## src/rtl/inst_fetch_responder_pkg.sv

```systemverilog
// Shared definitions for the instruction fetch responder.
//   EXCCODE_ADEF  exception code reported for a misaligned fetch address
//   LINE_WORDS    32-bit words per 16-byte fetch line
//   fill_state_e  fill FSM state encodings
//   resp_count    inst_count value (words returned minus 1) for an aligned address
package inst_fetch_responder_pkg;

  localparam logic [5:0] EXCCODE_ADEF = 6'h08;
  localparam int         LINE_WORDS   = 4;

  typedef enum logic [1:0] {
    ST_IDLE  = 2'd0,
    ST_READ  = 2'd1,
    ST_DRAIN = 2'd2,
    ST_RESP  = 2'd3
  } fill_state_e;

  // Reads stop at the end of the 16-byte line, so the number of words is
  // 4 - addr[3:2]; the count field carries that number minus one.
  function automatic logic [1:0] resp_count(input logic [31:0] addr);
    return 2'd3 - addr[3:2];
  endfunction

endpackage

```

## src/rtl/inst_fetch_responder_req_fifo.sv

```systemverilog
// Request queue for the fetch responder: a synchronous FIFO of byte addresses.
// Ports:
//   clk, reset        clock and synchronous active-high reset
//   push, push_addr   write an accepted request address
//   pop, head_addr    remove the head entry; head_addr shows the head entry
//   flush             discard all entries (wins over push and pop)
//   full, empty       occupancy flags, derived from the registered pointers
module inst_req_fifo
  import inst_fetch_responder_pkg::*;
#(
  parameter int DEPTH = 2
) (
  input  logic        clk,
  input  logic        reset,
  input  logic        push,
  input  logic [31:0] push_addr,
  input  logic        pop,
  output logic [31:0] head_addr,
  input  logic        flush,
  output logic        full,
  output logic        empty
);

  localparam int AW = $clog2(DEPTH);

  logic [31:0] mem_reg [DEPTH];
  // One extra pointer bit tells full apart from empty.
  logic [AW:0] wr_ptr_reg;
  logic [AW:0] rd_ptr_reg;

  always_ff @(posedge clk) begin
    if (reset || flush) begin
      wr_ptr_reg <= '0;
      rd_ptr_reg <= '0;
    end else begin
      if (push && !full) begin
        wr_ptr_reg <= wr_ptr_reg + 1'b1;
      end
      if (pop && !empty) begin
        rd_ptr_reg <= rd_ptr_reg + 1'b1;
      end
    end
  end

  always_ff @(posedge clk) begin
    if (push && !full && !flush) begin
      mem_reg[wr_ptr_reg[AW-1:0]] <= push_addr;
    end
  end

  assign head_addr = mem_reg[rd_ptr_reg[AW-1:0]];
  assign empty     = (wr_ptr_reg == rd_ptr_reg);
  assign full      = (wr_ptr_reg[AW] != rd_ptr_reg[AW]) &&
                     (wr_ptr_reg[AW-1:0] == rd_ptr_reg[AW-1:0]);

endmodule

```

## src/rtl/inst_fetch_responder.sv

```systemverilog
// Memory-side responder for the instruction fetch port. Queues IFU requests,
// reads up to four words (to the end of the 16-byte line) from a word-wide
// 1-cycle-latency RAM, and returns them as one 128-bit response.
// Ports:
//   clk, reset                     clock and synchronous active-high reset
//   inst_req, inst_addr            fetch request and byte address
//   inst_cancel                    flush every accepted and pending request
//   inst_addr_ok                   request accepted this cycle
//   inst_valid                     one-cycle response pulse
//   inst_rdata, inst_count         data (first word in [31:0]) and word count - 1
//   inst_uncache                   response address lies in the uncached window
//   inst_exception, inst_exccode   misaligned-address exception (ADEF)
//   ram_en, ram_addr, ram_rdata    instruction RAM read port
module inst_fetch_responder
  import inst_fetch_responder_pkg::*;
#(
  parameter int          REQ_DEPTH = 2,
  parameter int          RAM_AW    = 14,
  parameter logic [31:0] UNC_BASE  = 32'h1fc00000,
  parameter logic [31:0] UNC_MASK  = 32'hfff00000
) (
  input  logic              clk,
  input  logic              reset,
  input  logic              inst_req,
  input  logic [31:0]       inst_addr,
  input  logic              inst_cancel,
  output logic              inst_addr_ok,
  output logic              inst_valid,
  output logic [127:0]      inst_rdata,
  output logic [1:0]        inst_count,
  output logic              inst_uncache,
  output logic              inst_exception,
  output logic [5:0]        inst_exccode,
  output logic              ram_en,
  output logic [RAM_AW-1:0] ram_addr,
  input  logic [31:0]       ram_rdata
);

  fill_state_e state_reg, state_next;

  logic        fifo_full;
  logic        fifo_empty;
  logic [31:0] fifo_head;
  logic        pop;
  logic        head_misaligned;

  logic [31:0] addr_reg;
  logic [1:0]  ptr_reg;         // word within the line being issued
  logic [1:0]  lane_reg;        // response lane of the word being issued
  logic        rd_pending_reg;  // a RAM word arrives this cycle
  logic [1:0]  rd_lane_reg;     // lane that arriving word belongs to
  logic        exc_reg;
  logic [1:0]  count_reg;
  logic [LINE_WORDS*32-1:0] rdata_packed;

  // Accept only against the registered full flag: a same-cycle pop does not
  // free a slot for the incoming request.
  assign inst_addr_ok    = inst_req & ~fifo_full & ~inst_cancel & ~reset;
  assign pop             = (state_reg == ST_IDLE) && !fifo_empty && !inst_cancel;
  assign head_misaligned = (fifo_head[1:0] != 2'b00);

  inst_req_fifo #(
    .DEPTH(REQ_DEPTH)
  ) u_req_fifo (
    .clk      (clk),
    .reset    (reset),
    .push     (inst_addr_ok),
    .push_addr(inst_addr),
    .pop      (pop),
    .head_addr(fifo_head),
    .flush    (inst_cancel),
    .full     (fifo_full),
    .empty    (fifo_empty)
  );

  // State register
  always_ff @(posedge clk) begin
    if (reset) begin
      state_reg <= ST_IDLE;
    end else begin
      state_reg <= state_next;
    end
  end

  // Next-state logic
  always_comb begin
    state_next = state_reg;
    if (inst_cancel) begin
      state_next = ST_IDLE;
    end else begin
      case (state_reg)
        ST_IDLE:  if (!fifo_empty) state_next = head_misaligned ? ST_RESP : ST_READ;
        ST_READ:  if (ptr_reg == 2'd3) state_next = ST_DRAIN;
        ST_DRAIN: state_next = ST_RESP;
        ST_RESP:  state_next = ST_IDLE;
        default:  state_next = ST_IDLE;
      endcase
    end
  end

  // Output logic; response fields are held at zero outside the valid pulse.
  always_comb begin
    ram_en         = (state_reg == ST_READ);
    ram_addr       = ram_en ? {addr_reg[RAM_AW+1:4], ptr_reg} : '0;
    inst_valid     = (state_reg == ST_RESP) && !inst_cancel;
    inst_rdata     = inst_valid ? rdata_packed : '0;
    inst_count     = inst_valid ? count_reg : 2'd0;
    inst_exception = inst_valid && exc_reg;
    inst_exccode   = (inst_valid && exc_reg) ? EXCCODE_ADEF : 6'h00;
    inst_uncache   = inst_valid && ((addr_reg & UNC_MASK) == UNC_BASE);
  end

  // Fill bookkeeping
  always_ff @(posedge clk) begin
    if (reset) begin
      addr_reg       <= '0;
      ptr_reg        <= '0;
      lane_reg       <= '0;
      rd_pending_reg <= 1'b0;
      rd_lane_reg    <= '0;
      exc_reg        <= 1'b0;
      count_reg      <= '0;
    end else begin
      // A read issued in the cancel cycle is never captured.
      rd_pending_reg <= (state_reg == ST_READ) && !inst_cancel;
      rd_lane_reg    <= lane_reg;
      if (pop) begin
        addr_reg  <= fifo_head;
        ptr_reg   <= fifo_head[3:2];
        lane_reg  <= 2'd0;
        exc_reg   <= head_misaligned;
        count_reg <= head_misaligned ? 2'd0 : resp_count(fifo_head);
      end else if (state_reg == ST_READ) begin
        ptr_reg  <= ptr_reg + 2'd1;
        lane_reg <= lane_reg + 2'd1;
      end
    end
  end

  // Response lanes; cleared at each pop so lanes past the line end read as 0.
  genvar gi;
  generate
    for (gi = 0; gi < LINE_WORDS; gi++) begin : g_lane
      logic [31:0] word_reg;
      always_ff @(posedge clk) begin
        if (reset || inst_cancel || pop) begin
          word_reg <= '0;
        end else if (rd_pending_reg && (rd_lane_reg == 2'(gi))) begin
          word_reg <= ram_rdata;
        end
      end
      assign rdata_packed[gi*32 +: 32] = word_reg;
    end
  endgenerate

endmodule

```

## config.mk

```make
export PLATFORM = sky130hd
export DESIGN_NAME = inst_fetch_responder
export DESIGN_NICKNAME = d
export VERILOG_FILES = /design/src/rtl/inst_fetch_responder_pkg.sv /design/src/rtl/inst_fetch_responder_req_fifo.sv /design/src/rtl/inst_fetch_responder.sv
export SDC_FILE = /design/constraint.sdc
export NUM_CORES = 1
export LEC_CHECK = 0
export CORE_MARGIN = 3
export CORE_UTILIZATION = 50
export CTS_BUF_LIST = sky130_fd_sc_hd__clkbuf_16
export DETAILED_ROUTE_END_ITERATION = 8
export PLACE_DENSITY = 0.83
export SLEW_MARGIN = 0
export SYNTH_ARGS = -nofsm -noshare
export SYNTH_HDL_FRONTEND = slang
export SYNTH_SLANG_ARGS = --single-unit
```

## constraint.sdc

```tcl
create_clock -name clk -period 4.1 [get_ports clk]
set_input_delay 0.41 -clock clk [delete_from_list [all_inputs] [get_ports clk]]
set_output_delay 0.41 -clock clk [all_outputs]
set_load 0.02 [all_outputs]
```

# Yosys cells after proc, flatten, opt, wreduce, memory -nomap -nowiden
# Memory sizes are Yosys's and may differ from the RTL's. A register that Yosys moved wholly into a read port is not among the register bits.
# Cells that the tools add are included.
# W data, S select, Z words.
[word_totals]
regBits = 176
ram_bits = 64
in_bits = 68
out_inout_bits = 155
elab_cells = 80
mem_count = 1
[memory_table]
columns = ["memory", "words", "width", "rd", "rd_ports_with_merged_regs", "wr", "line", "text"]
rows = [
  ["u_req_fifo.mem_reg", 2, 32, 1, 1, 1, "inst_fetch_responder_req_fifo.sv:26", "logic [31:0] mem_reg [DEPTH];"],
]
[classes]
add_sub_neg = 5
eq_ne = 13
mux = 15
bitwise_logic = 6
reduce_logical = 26
[ops]
columns = ["operator", "count"]
rows = [
  ["$mux W128", 1],
  ["$logic_and A1 B1 Y1", 14],
  ["$mux W14", 1],
  ["$mux W2", 7],
  ["$eq A12 B9 Y1 const B", 1],
  ["$eq A2 B2 Y1 const B", 5],
  ["$add A2 B1 Y2 const B", 4],
  ["$pmux W2 S4", 1],
  ["$eq A2 B1 Y1 const B", 2],
  ["$logic_not A2 Y1", 2],
  ["$mux W1", 4],
  ["$mux W4", 1],
  ["$reduce_bool A2 Y1", 2],
  ["$reduce_or A2 Y1", 2],
  ["$and A1 B1 Y1", 3],
  ["$logic_not A1 Y1", 3],
  ["$not A1 Y1", 3],
  ["$eq A2 B2 Y1", 1],
  ["$logic_or A1 B1 Y1", 2],
  ["$ne A2 B1 Y1 const B", 1],
  ["$ne A2 B2 Y1 const B", 1],
  ["$reduce_and A2 Y1", 1],
  ["$sub A2 B2 Y2 const A", 1],
  ["$eq A1 B1 Y1", 1],
  ["$ne A1 B1 Y1", 1],
]

# Logic depth before layout (Yosys ltp)
# Gate-level depths: netlist (run 1).
[depth]
depth_word = 10
depth_mapped = 8
depth_no_buf = 5

# Hierarchy
# From an unflattened synthesis (run 1), not the netlist that was laid out.
[hier_totals]
hier_cells = 1038
hier_area_um2 = 9424.0
[modules_own_cells]
columns = ["module", "n_inst", "cells_each", "area_each_um2"]
rows = [
  ["inst_fetch_responder", 1, 904, 6834.1],
  ["inst_req_fifo", 1, 134, 2590.0],
]

# Least setup slack after synthesis (run 1)
# Ideal clock, no wire load.
[synth_timing]
path_kind = "in2reg"
start = "in reset"
end = "mem u_req_fifo.mem_reg[1][0] (enable)"
setup_time_ps = 456
t_arrival_ps = 3222
t_required_ps = 3644
setup_slack_ps = 422
stages = 5
n_path_buf = 3
cell_sequence = "clkbuf_1 -> or2_0 -> buf_2 -> buf_2 -> a211oi_1"
[synth_via]
elab_chain_len = 6
[synth_rtl]
columns = ["element", "line", "text"]
rows = [
  ["start: declaration", "inst_fetch_responder.sv:23", "input logic reset,"],
  ["$not A1 Y1", "inst_fetch_responder.sv:58", "assign inst_addr_ok = inst_req & ~fifo_full & ~inst_cancel & ~reset;"],
  ["$and A1 B1 Y1", "inst_fetch_responder.sv:58", ""],
  ["$logic_and A1 B1 Y1 (2 in series)", "inst_fetch_responder_req_fifo.sv:46", "if (push && !full && !flush) begin"],
  ["$mux W1", "inst_fetch_responder_req_fifo.sv:46", ""],
  ["$mux W1 (not written as such)", "inst_fetch_responder_req_fifo.sv:47", "mem_reg[wr_ptr_reg[AW-1:0]] <= push_addr;"],
  ["end: declaration", "inst_fetch_responder_req_fifo.sv:26", ""],
]
# Every way passes these cells.

# Worst setup path in the final report (run 1)
[layout_timing]
start = "reg state_reg[1]"
end = "out inst_uncache"
[layout_via]
elab_chain_len = 3
[layout_rtl]
columns = ["element", "line", "text"]
rows = [
  ["start: declaration", "inst_fetch_responder.sv:39", "fill_state_e state_reg, state_next;"],
  ["start signal: assignment", "inst_fetch_responder.sv:81", "state_reg <= state_next;"],
  ["$eq A2 B2 Y1", "inst_fetch_responder.sv:105", "inst_valid = (state_reg == ST_RESP) && !inst_cancel;"],
  ["$logic_and A1 B1 Y1", "inst_fetch_responder.sv:105", ""],
  ["$logic_and A1 B1 Y1", "inst_fetch_responder.sv:110", "inst_uncache = inst_valid && ((addr_reg & UNC_MASK) == UNC_BASE);"],
  ["end: declaration", "inst_fetch_responder.sv:31", "output logic inst_uncache,"],
]
# Every way passes these cells.

==> results of run 1 <==
-- kinds of logic (layout without fill, tap and decap cells) --
family          after synthesis  after routing  synth area share
xor+xnor                      6              6           0.00547
simple gates                314            314             0.185
flops                       225            225             0.528
compound gates               67             67            0.0581
mux                         163            163             0.170
other cells                   1              5          0.000391
fa+ha+maj                     6              6           0.00782
buf+inv                      96            279            0.0457
-- per-stage QoR --
| stage | cells | worst slack (ns) | cell area, sq um | utilization |
|---|---|---|---|---|
| 2_1_floorplan | 882 | 0.422 | 9620 | - |
| 3_3_place_gp | 1257 | 1.10 | 11800 | 0.631 |
| 3_5_place_dp | 1257 | 1.12 | 11800 | 0.631 |
| 4_1_cts | 1299 | 0.952 | 12500 | 0.668 |
| 5_1_grt | 1299 | 0.834 | 12500 | 0.668 |
| 6_report | 1299 | 1.01 | 12500 | 0.668 |
-- power breakdown --
part	internal, uW	total, uW	switching [uW]
combinational	113	273	161
clock	1090	1920	837
sequential	2300	2320	17.5
-- worst max-delay path by stage --
stage                         startpoint                            endpoint  slack (ns)  cells after the start
6_report       state_reg[1]$_SDFFE_PP0P_                        inst_uncache        1.01                      6
4_1_cts        state_reg[1]$_SDFFE_PP0P_                        inst_uncache        0.95                      6
2_1_floorplan                      reset  u_req_fifo.mem_reg[1][0]$_DFFE_PP_        0.42                      5
3_5_place_dp                 inst_cancel                        inst_uncache        1.12                      6
5_1_grt        state_reg[1]$_SDFFE_PP0P_                        inst_uncache        0.83                      6
3_3_place_gp                 inst_cancel                        inst_uncache        1.10                      6
-- layout make-up --
class	instances	area, sq um	share of cell area
Inverter	6	22.5	0.00180
Tap cell	234	293	0.0234
Clock buffer	23	576	0.0459
Multi-Input combinational cell	561	4180	0.333
Timing Repair Buffer	231	2280	0.182
Sequential cell	225	5060	0.404
Clock inverter	19	120	0.00958
-- per-layer routing --
metal  track usage  part of all wire  up-vias
met5             0                 0        -
met4        0.0530             0.024        0
met3        0.0370             0.062       40
met2         0.381              0.50      217
met1         0.274              0.42     3398
li1              -                 -     3450
-- synthesized netlist by cell type, types with 2 or more instances --
master | count | share of area
inv_1 | 6 | 0.0023
ha_1 | 6 | 0.0078
nand2_1 | 11 | 0.0043
mux2i_1 | 161 | 0.17
buf_2 | 27 | 0.014
buf_1 | 6 | 0.0023
buf_4 | 8 | 0.0063
a21oi_1 | 3 | 0.0016
a2111oi_0 | 25 | 0.023
a211oi_1 | 6 | 0.0047
edfxtp_1 | 56 | 0.18
and2_1 | 146 | 0.095
nand4_1 | 2 | 0.0013
a31o_2 | 9 | 0.0082
buf_6 | 2 | 0.0023
xor2_1 | 3 | 0.0027
or4_1 | 2 | 0.0016
nand3b_1 | 2 | 0.0016
nor2_1 | 4 | 0.0016
o211ai_1 | 2 | 0.0016
a31o_1 | 17 | 0.016
xnor2_1 | 3 | 0.0027
nor3b_1 | 2 | 0.0016
nor3_1 | 133 | 0.069
nor2b_1 | 6 | 0.0039
dfxtp_1 | 169 | 0.35
clkbuf_1 | 47 | 0.018
-- worst register-to-register path: cells and delay by family (launching register included) --
family	cells	cell delay, ns
compound gates	2	0.81
buf+inv	1	0.43
flops	1	0.79
mux	1	0.13
==> metrics.md, run 1 <==
| Metric | Value |
|---|---|
| Outcome | `finished, final reports clean` |
| Post-Syn Instances | `878` |
| Fin nets | `1122` |
| Main synth FF type | `dfxtp_1` |
| Worst r2r dst | `addr_reg[21]$_SDFFE_PP0P_` |
| Hold WS | `0.467 ns` |
| Die Y | `145 um` |
| H-tree level count | `1` |
| RSZ-0062 raised after global routing | `no` |
| Crit. End Element | `primary output` |
| Largest net degree at the start of global routing | `128` |
| Post-DP HPWL | `~15000 um` |
| Layout area overhead | `30.6%` |
| Clk_lat worst skew | `0.51 ns` |
| Hold Crit Start | `count_reg[0]$_SDFFE_PP0P_` |
| CP bufs+invs | `2` |
| Initial antenna violation count | `0` |
| Tmin final | `3.09 ns` |
| FMAX | `324 MHz` |
| # rows | `50` |
| Post-synth EDFFs | `56` |
| Max-slew violation count | `0` |
| Final Hold Viols | `0` |
| Design Power | `approximately 4500 uW` |
| Synth cell types | `41` |
| RePlAce Congestion | `about 0.81` |
| Max FFs per register | `128` |
| Global Route Usage Sum | `0.215` |
| Die Area | `20900 sq um` |
| Most frequent cells in the layout | `clkdlybuf4s50_1, dfxtp_1, mux2i_1, and2_1, nor3_1` |
| Post-Syn Area | `9600 sq um` |
| Hold Path Depth | `2` |
| ANT nets after route | `0` |
| Crit Path Category | `flip-flop to primary output` |
| Mean Syn Cell Area | `approximately 11 sq um` |
| R2R Setup Slk | `1.87 ns` |
| Critical path required time | `3.69 ns` |
| Yosys warning total | `0` |
| Hold-fix buffers, CTS | `0` |
| Leakage | `a little under 0.005 uW` |
| WHS Endpoint | `count_reg[0]$_SDFFE_PP0P_` |
| Post-route setup TNS | `0 ns` |
| Core region area | `approximately 19000 sq um` |
| Worst stage delay on the critical path | `0.65 ns` |
| Max Cap Viol | `0` |
| Drc violations | `0` |
| Share of layout cells above drive strength 1 | `0.0676` |
| CTS buffer count | `23` |
| Clk_skew | `0.0226 ns` |
| Vias in the first global route | `a little under 7k` |
| Hold Crit Class | `flip-flop to flip-flop` |
| Post-synthesis async set-or-reset flop share | `0` |
| 1st-iter DRT viols | `374` |
| Global-route wire length before repair | `36500 um` |
| Setup Viol. Count Final | `0` |
| Io pins | `223` |
| Clock tree buffer depth | `3` |
| Worst Setup Start Kind | `flip-flop` |
| Initial Util | `0.512` |
| Vias/cell | `approximately 5.5` |
| Diode count | `0` |
| CP max stage cell | `clkdlybuf4s50_1` |
| Crit share post-route | `0.753` |
| Clock tree from TritonCTS | `yes` |
| Arrival @ worst endpoint | `~2.7 ns` |
| # resized after CTS | `0` |
| # clock sinks | `225` |
| Crit-path max FO | `59` |
| Drt pass-1 iters | `5` |
| Vias | `roughly 7.1k` |
| P per Cell Area | `360 nW/um^2` |
| Worst R2R Path Depth | `4` |
| Worst path cell trace | `ha_1 -> nor2b_4 -> buf_4 -> nand4_1 -> nor3_1 -> clkdlybuf4s50_1` |
| Die X | `~140 um` |
| Slew headroom | `0.356` |
| Final wirelength | `approximately 23000 um` |
| Yosys reg bits | `around 230` |
| Grt total ovfl | `0` |
| Most common cell after layout, fill and taps aside | `clkdlybuf4s50_1` |
| Fillers | `1448` |
| Setup Buffers After CTS | `0` |
| Maximum VDD drop | `0.370 mV` |
| Clk slew on worst S/H paths | `0.07 ns` |
| CTS Root Cell | `clkbuf_16` |
| Port-buffer cells | `213` |
| Cell family with most CP delay | `buffers and inverters` |
| Worst slew pin tran | `0.965 ns` |
| Post-synthesis sequential area ratio | `0.528` |
| DR WL/cell | `18.0 um` |
Note: power is estimated with default switching activity, not from simulation.
==> run 2: changes to the inputs <==
==> constraint.sdc (replaced) <==
create_clock -name clk -period 3.2 [get_ports clk]
set_input_delay 0.32 -clock clk [delete_from_list [all_inputs] [get_ports clk]]
set_output_delay 0.32 -clock clk [all_outputs]
set_load 0.02 [all_outputs]
==> run 2 against run 1 <==
  * First-iteration DRC count increased by 1.9%
  * Clock skew decreased by 0.0080 ns
  * Sequential cell count unchanged
  * Clock-buffer cell count unchanged
  * Critical path type unchanged
==> metrics.md, run 2 (synthesis gave the netlist of run 1 again) <==
| Metric | Value |
|---|---|
| Outcome | `finished, final reports clean` |
| # clock sinks | `around 230` |
| Die Area | `20900 sq um` |
| Drt pass-1 iters | `5` |
| Clk_skew | `0.0146 ns` |
| Final Hold Viols | `0` |
| ANT nets after route | `0` |
| Grt total ovfl | `0` |
| Area after DPL | `11900 sq um` |
| Place WS | `0.555 ns` |
| Clock tree buffer depth | `3` |
| Final Cell Area | `between 10000 and 15000 sq um` |
| H-tree level count | `1` |
| Worst path cell trace | `ha_1 -> nor2b_4 -> buf_12 -> and2_1 -> clkdlybuf4s50_1` |
| Global-route wire length before repair | `35500 um` |
| Final Instance Count excl. Fillers | `1299` |
| Max-slew violation count | `0` |
| Drc violations | `0` |
| DR WL/cell | `17.8 um` |
| Hold Path Depth | `1` |
| Critical path required time | `2.88 ns` |
| Die Y | `145 um` |
| Storage cell area | `between 5000 and 6000 sq um` |
| Setup Buffers After CTS | `0` |
| # rows | `50` |
| Cell total after placement | `1260` |
| 1st-iter DRT viols | `approximately 380` |
| # resized after CTS | `0` |
| Initial Util | `0.512` |
| Cell family with most CP delay | `buffers and inverters` |
| P_sw | `1270 uW` |
| Fillers | `between 1k and 1.5k` |
| Power share of the combinational group | `0.062` |
| Port-buffer cells | `213` |
| Vias/cell | `5.48` |
| CTS Root Cell | `clkbuf_16` |
| Post-route setup TNS | `0 ns` |
| Core region area | `18800 sq um` |
| Io pins | `223` |
| CP max stage cell | `clkdlybuf4s50_1` |
| Crit Path Category | `flip-flop to primary output` |
| Clk_lat worst skew | `about 0.51 ns` |
| RSZ-0062 raised after global routing | `no` |
| P per Cell Area | `451 nW/um^2` |
| Hold Crit Class | `input port to flip-flop` |
| Maximum VDD drop | `just under 0.5 mV` |
| Initial antenna violation count | `1` |
| Fin nets | `1125` |
| Setup Viol. Count Final | `0` |
| Post-DP HPWL | `14800 um` |
| Clock tree from TritonCTS | `yes` |
| Largest net degree at the start of global routing | `132` |
| Clk slew on worst S/H paths | `0.06 ns` |
| Layout area overhead | `30.6%` |
| Flop pwr share | `0.525` |
| FMAX | `349 MHz` |
| WHS Endpoint | `u_req_fifo.mem_reg[1][3]$_DFFE_PP_` |
| Cell Int Power | `4390 uW` |
| Max FFs per register | `128` |
| Vias | `approximately 7.1k` |
| Crit share post-route | `0.895` |
| Slew headroom | `0.370` |
| Vias in the first global route | `6723` |
| Worst r2r dst | `count_reg[0]$_SDFFE_PP0P_` |
| CTS buffer count | `23` |
| Arrival @ worst endpoint | `around 2.6 ns` |
| R2r startpoint | `state_reg[0]$_SDFFE_PP0P_` |
| Die X | `between 100 and 150 um` |
| Worst Setup Start Kind | `flip-flop` |
| Hold Crit Start | `inst_addr[3]` |
| Max Cap Viol | `0` |
| Leakage | `0.00491 uW` |
| Critical path depth | `5` |
| Most common cell after layout, fill and taps aside | `clkdlybuf4s50_1` |
| Worst slew pin tran | `0.944 ns` |
| Most frequent cells in the layout | `clkdlybuf4s50_1, dfxtp_1, mux2i_1, and2_1, nor3_1` |
| CP bufs+invs | `2` |
| R2R Setup Slk | `1.14 ns` |
| Hold-fix buffers, CTS | `0` |
| Crit-path max FO | `131` |
| Final setup margin | `0.335 ns` |
| Hold WS | `0.391 ns` |
| Share of layout cells above drive strength 1 | `0.0639` |
| RePlAce Congestion | `0.788` |
| Final wirelength | `23100 um` |
| Global Route Usage Sum | `0.209` |
| Sw Share | `0.225` |
| Tmin final | `~2.9 ns` |
| Clock network power share | `0.413` |
| Worst R2R Path Depth | `7` |
| Worst stage delay on the critical path | `0.64 ns` |
| Area of the multi-input gates | `4180 sq um` |
| Crit. End Element | `primary output` |
==> run 2: cell count changes in the layout (fill, tap and decap cells not counted) <==
cell and delta:
clkinv_2 -4, diode_2 +1, clkinvlp_4 -1, inv_1 +1, clkinv_1 +2, bufinv_16 -1, clkinv_4 -1, buf_12 +3
==> run 2: through the flow <==
step	util	power, uW
floorplan	-	3220
global placement	0.634	3380
detailed placement	0.634	3380
CTS	0.668	5710
global route	0.668	5870
finish	0.668	5660
==> run 2: final cells by class <==
| type | instances | share of cell area |
|---|---|---|
| multi-input cells | 561 | 0.333 |
| clock inverters | 15 | 0.00519 |
| flip-flops and latches | 225 | 0.404 |
| repair buffers | 234 | 0.187 |
| diodes | 1 | 0.000200 |
| clock buffers | 23 | 0.0459 |
| well taps | 234 | 0.0233 |
| inverters | 6 | 0.00180 |
==> run 2: power by group through the flow <==
stage | Combinational [uW] | Clock, uW | Sequential, uW
after global routing | 380 | 2510 | 2970
after floorplan | 198 | 0 | 3020
after CTS | 353 | 2390 | 2970
final | 353 | 2340 | 2970
after detailed placement | 350 | 0 | 3030
after global placement | 344 | 0 | 3030
==> run 2: how the worst max path moves through the flow <==
stage / from / end
after floorplan: reset / u_req_fifo.mem_reg[1][0]$_DFFE_PP_
after global placement: inst_cancel / inst_rdata[35]
after detailed placement: inst_cancel / inst_rdata[35]
after CTS: state_reg[1]$_SDFFE_PP0P_ / inst_rdata[35]
after global routing: state_reg[1]$_SDFFE_PP0P_ / inst_rdata[32]
final: state_reg[1]$_SDFFE_PP0P_ / inst_rdata[35]
==> run 2: worst reg2reg max path: stages, from the launching register on <==
cell,delay [ns]
dfxtp_1,0.36
inv_1,0.10
ha_1,0.25
nand2b_1,0.27
buf_4,0.30
a21o_1,0.14
buf_4,0.32
mux2i_1,0.23
==> run 2: metal layers <==
metal | routed length (um) | GRT usage | vias to the layer above
met1 | 9690 | 0.272 | 3377
met2 | 11200 | 0.352 | 228
li1 | - | - | 3462
met3 | 1370 | 0.0397 | 46
met5 | 0 | 0 | -
met4 | 795 | 0.0722 | 0
==> run 3: changes to the inputs <==
--- a/config.mk
+++ b/config.mk
@@ -6,10 +6,10 @@
 export NUM_CORES = 1
 export LEC_CHECK = 0
 export CORE_MARGIN = 3
-export CORE_UTILIZATION = 50
+export CORE_UTILIZATION = 45
 export CTS_BUF_LIST = sky130_fd_sc_hd__clkbuf_16
 export DETAILED_ROUTE_END_ITERATION = 8
-export PLACE_DENSITY = 0.83
+export PLACE_DENSITY = 0.79
 export SLEW_MARGIN = 0
 export SYNTH_ARGS = -nofsm -noshare
 export SYNTH_HDL_FRONTEND = slang
==> constraint.sdc (replaced) <==
create_clock -name clk -period 2.3 [get_ports clk]
set_input_delay 0.23 -clock clk [delete_from_list [all_inputs] [get_ports clk]]
set_output_delay 0.23 -clock clk [all_outputs]
set_load 0.02 [all_outputs]
==> run 3 against run 2 <==
  * Worst setup slack lost 0.25 ns
  * Combinational power grew 45%
  * Cell area shrank 0.23%
  * Clock power grew 67%
  * Largest cell class unchanged
  * Highest routed layer unchanged
==> metrics.md, run 3 (synthesis gave the netlist of run 1 again) <==
| Metric | Value |
|---|---|
| Hold Crit Class | `input port to flip-flop` |
| P per Cell Area | `683 nW/um^2` |
| DR WL/cell | `17.7 um` |
| Critical path required time | `2.07 ns` |
| Cell Int Power | `6690 uW` |
| Io pins | `between 200 and 250` |
| CTS Root Cell | `clkbuf_16` |
| Worst Setup Start Kind | `flip-flop` |
| Cell family with most CP delay | `buffers and inverters` |
| Hold-fix buffers, CTS | `0` |
| Design Power | `8540 uW` |
| Port-buffer cells | `213` |
| Worst path cell trace | `ha_1 -> nor2b_4 -> buf_12 -> buf_12 -> and2_1 -> dlygate4sd2_1` |
| Flop pwr share | `0.483` |
| H-tree level count | `1` |
| Max FFs per register | `128` |
| Layout area overhead | `30.3%` |
| Die Y | `roughly 150 um` |
| Clock network power share | `0.457` |
| Tmin final | `around 2.2 ns` |
| Clk_skew | `just under 0.008 ns` |
| Crit Path Category | `flip-flop to primary output` |
| Initial Util | `0.465` |
| Vias in the first global route | `6825` |
| Worst slew pin tran | `0.856 ns` |
| Vias | `7162` |
| Clock tree buffer depth | `3` |
| Sw Share | `0.217` |
| Slew headroom | `0.429` |
| Post-DP HPWL | `15400 um` |
| Grt total ovfl | `0` |
| Most Frequent Cell on Critical Path | `buf_12` |
| Arrival @ worst endpoint | `1.99 ns` |
| P_sw | `1860 uW` |
| Outcome | `finished, final reports clean` |
| Clock tree from TritonCTS | `yes` |
| Share of layout cells above drive strength 1 | `0.191` |
| CP max stage cell | `dfxtp_2` |
| CP bufs+invs | `3` |
| FMAX | `451 MHz` |
| Die X | `about 150 um` |
| Leakage | `approximately 0.0055 uW` |
| Drt pass-1 iters | `5` |
| Crit. End Element | `primary output` |
| Die Area | `23100 sq um` |
| Global Route Usage Sum | `0.193` |
| Fin nets | `1145` |
| R2r startpoint | `state_reg[0]$_SDFFE_PP0P_` |
| Final Hold Viols | `0` |
| 1st-iter DRT viols | `388` |
| Clk slew on worst S/H paths | `0.06 ns` |
| Largest net degree at the start of global routing | `80` |
| Diode count | `0` |
| RePlAce Congestion | `0.793` |
| Clk_lat worst skew | `roughly 0.5 ns` |
| Core region area | `20600 sq um` |
| RSZ-0062 raised after global routing | `no` |
| # clock sinks | `225` |
| Worst stage delay on the critical path | `roughly 0.36 ns` |
| Max-slew violation count | `0` |
| Initial antenna violation count | `0` |
| Crit path from | `state_reg[1]$_SDFFE_PP0P_` |
| Crit share post-route | `0.965` |
| Crit-path max FO | `12` |
| Hold Crit Start | `inst_addr[28]` |
| Most frequent cells in the layout | `dfxtp_1, mux2i_1, and2_1, nor3_1` |
| Max Cap Viol | `0` |
| CTS buffer count | `24` |
| # rows | `52` |
| Maximum VDD drop | `0.650 mV` |
| Drc violations | `0` |
| Area after DPL | `12200 sq um` |
| Setup Viol. Count Final | `0` |
| Most common cell after layout, fill and taps aside | `dfxtp_1` |
| Power share of the combinational group | `0.060` |
| Final wirelength | `24000 um` |
| Global-route wire length before repair | `37500 um` |
| Vias/cell | `5.27` |
| ANT nets after route | `0` |
| Final Cell Area | `12500 sq um` |
[run 3: cell types whose count changed in the layout (fill, tap and decap cells not counted), moves of 2 or more]
cell,before,now
buf_12,4,14
buf_16,0,2
buf_2,0,64
buf_4,17,22
bufinv_16,0,3
clkbuf_16,23,27
clkbuf_2,0,43
clkdlybuf4s15_2,0,3
clkdlybuf4s50_1,213,64
dfxtp_1,169,166
dfxtp_2,0,3
dlygate4sd2_1,0,38
[run 3: power by group through the flow]
stage | combinational (uW) | sequential (uW) | clock, uW
final | 513 | 4130 | 3900
after CTS | 512 | 4130 | 3970
after global routing | 551 | 4130 | 4150
after floorplan | 277 | 4210 | 0
after detailed placement | 508 | 4220 | 0
after global placement | 503 | 4210 | 0
[run 3: stage by stage]
stage,setup WS (ns),TNS [ns],hold slack [ns],utilization,std cells
floorplan,0.182,0,0.329,-,882
global placement,-0.0149,-0.0374,0.446,0.590,1311
detailed placement,-0.0355,-0.279,0.455,0.590,1311
CTS,0.00000244,0,0.282,0.634,1357
global route,0.00847,0,0.287,0.607,1358
finish,0.0803,0,0.304,0.607,1358
[run 3: routing by layer]
metal,track usage,part of all wire
met5,0,0
met4,0.0488,0.022
met3,0.0301,0.054
met2,0.322,0.47
met1,0.266,0.46
[run 3: final timing paths]
kind / slack [ns] / cells after the start / endpoint
hold reg to reg: 0.47 / 1 / addr_reg[7]$_SDFFE_PP0P_
setup reg to reg: 0.38 / 6 / addr_reg[14]$_SDFFE_PP0P_
setup / recovery: 0.08 / 6 / inst_rdata[93]
hold / removal: 0.30 / 1 / u_req_fifo.mem_reg[1][28]$_DFFE_PP_
[run 3: layout make-up]
type / instances / area, sq um
clock inverters: 17 / 154
fillers: 1734 / 8110
clock buffers: 26 / 651
flip-flops and latches: 225 / 5070
inverters: 6 / 22.5
well taps: 270 / 338
repair buffers: 253 / 2100
multi-input cells: 561 / 4180
[run 3: repair_timing]
action                                  CTS  global route
endpoints found under the setup margin  148           109
buffers inserted                          2             0
pin swaps                                 0             0
gates resized for setup                 333           109
cloned                                    1             1
[run 3: worst register-to-register path, cell delays in order (launching register included)]
cell and delay (ns):
dfxtp_2 0.33, inv_1 0.12, ha_1 0.21, nand2b_1 0.24, buf_4 0.30, a2111oi_0 0.51
a31o_1 0.16
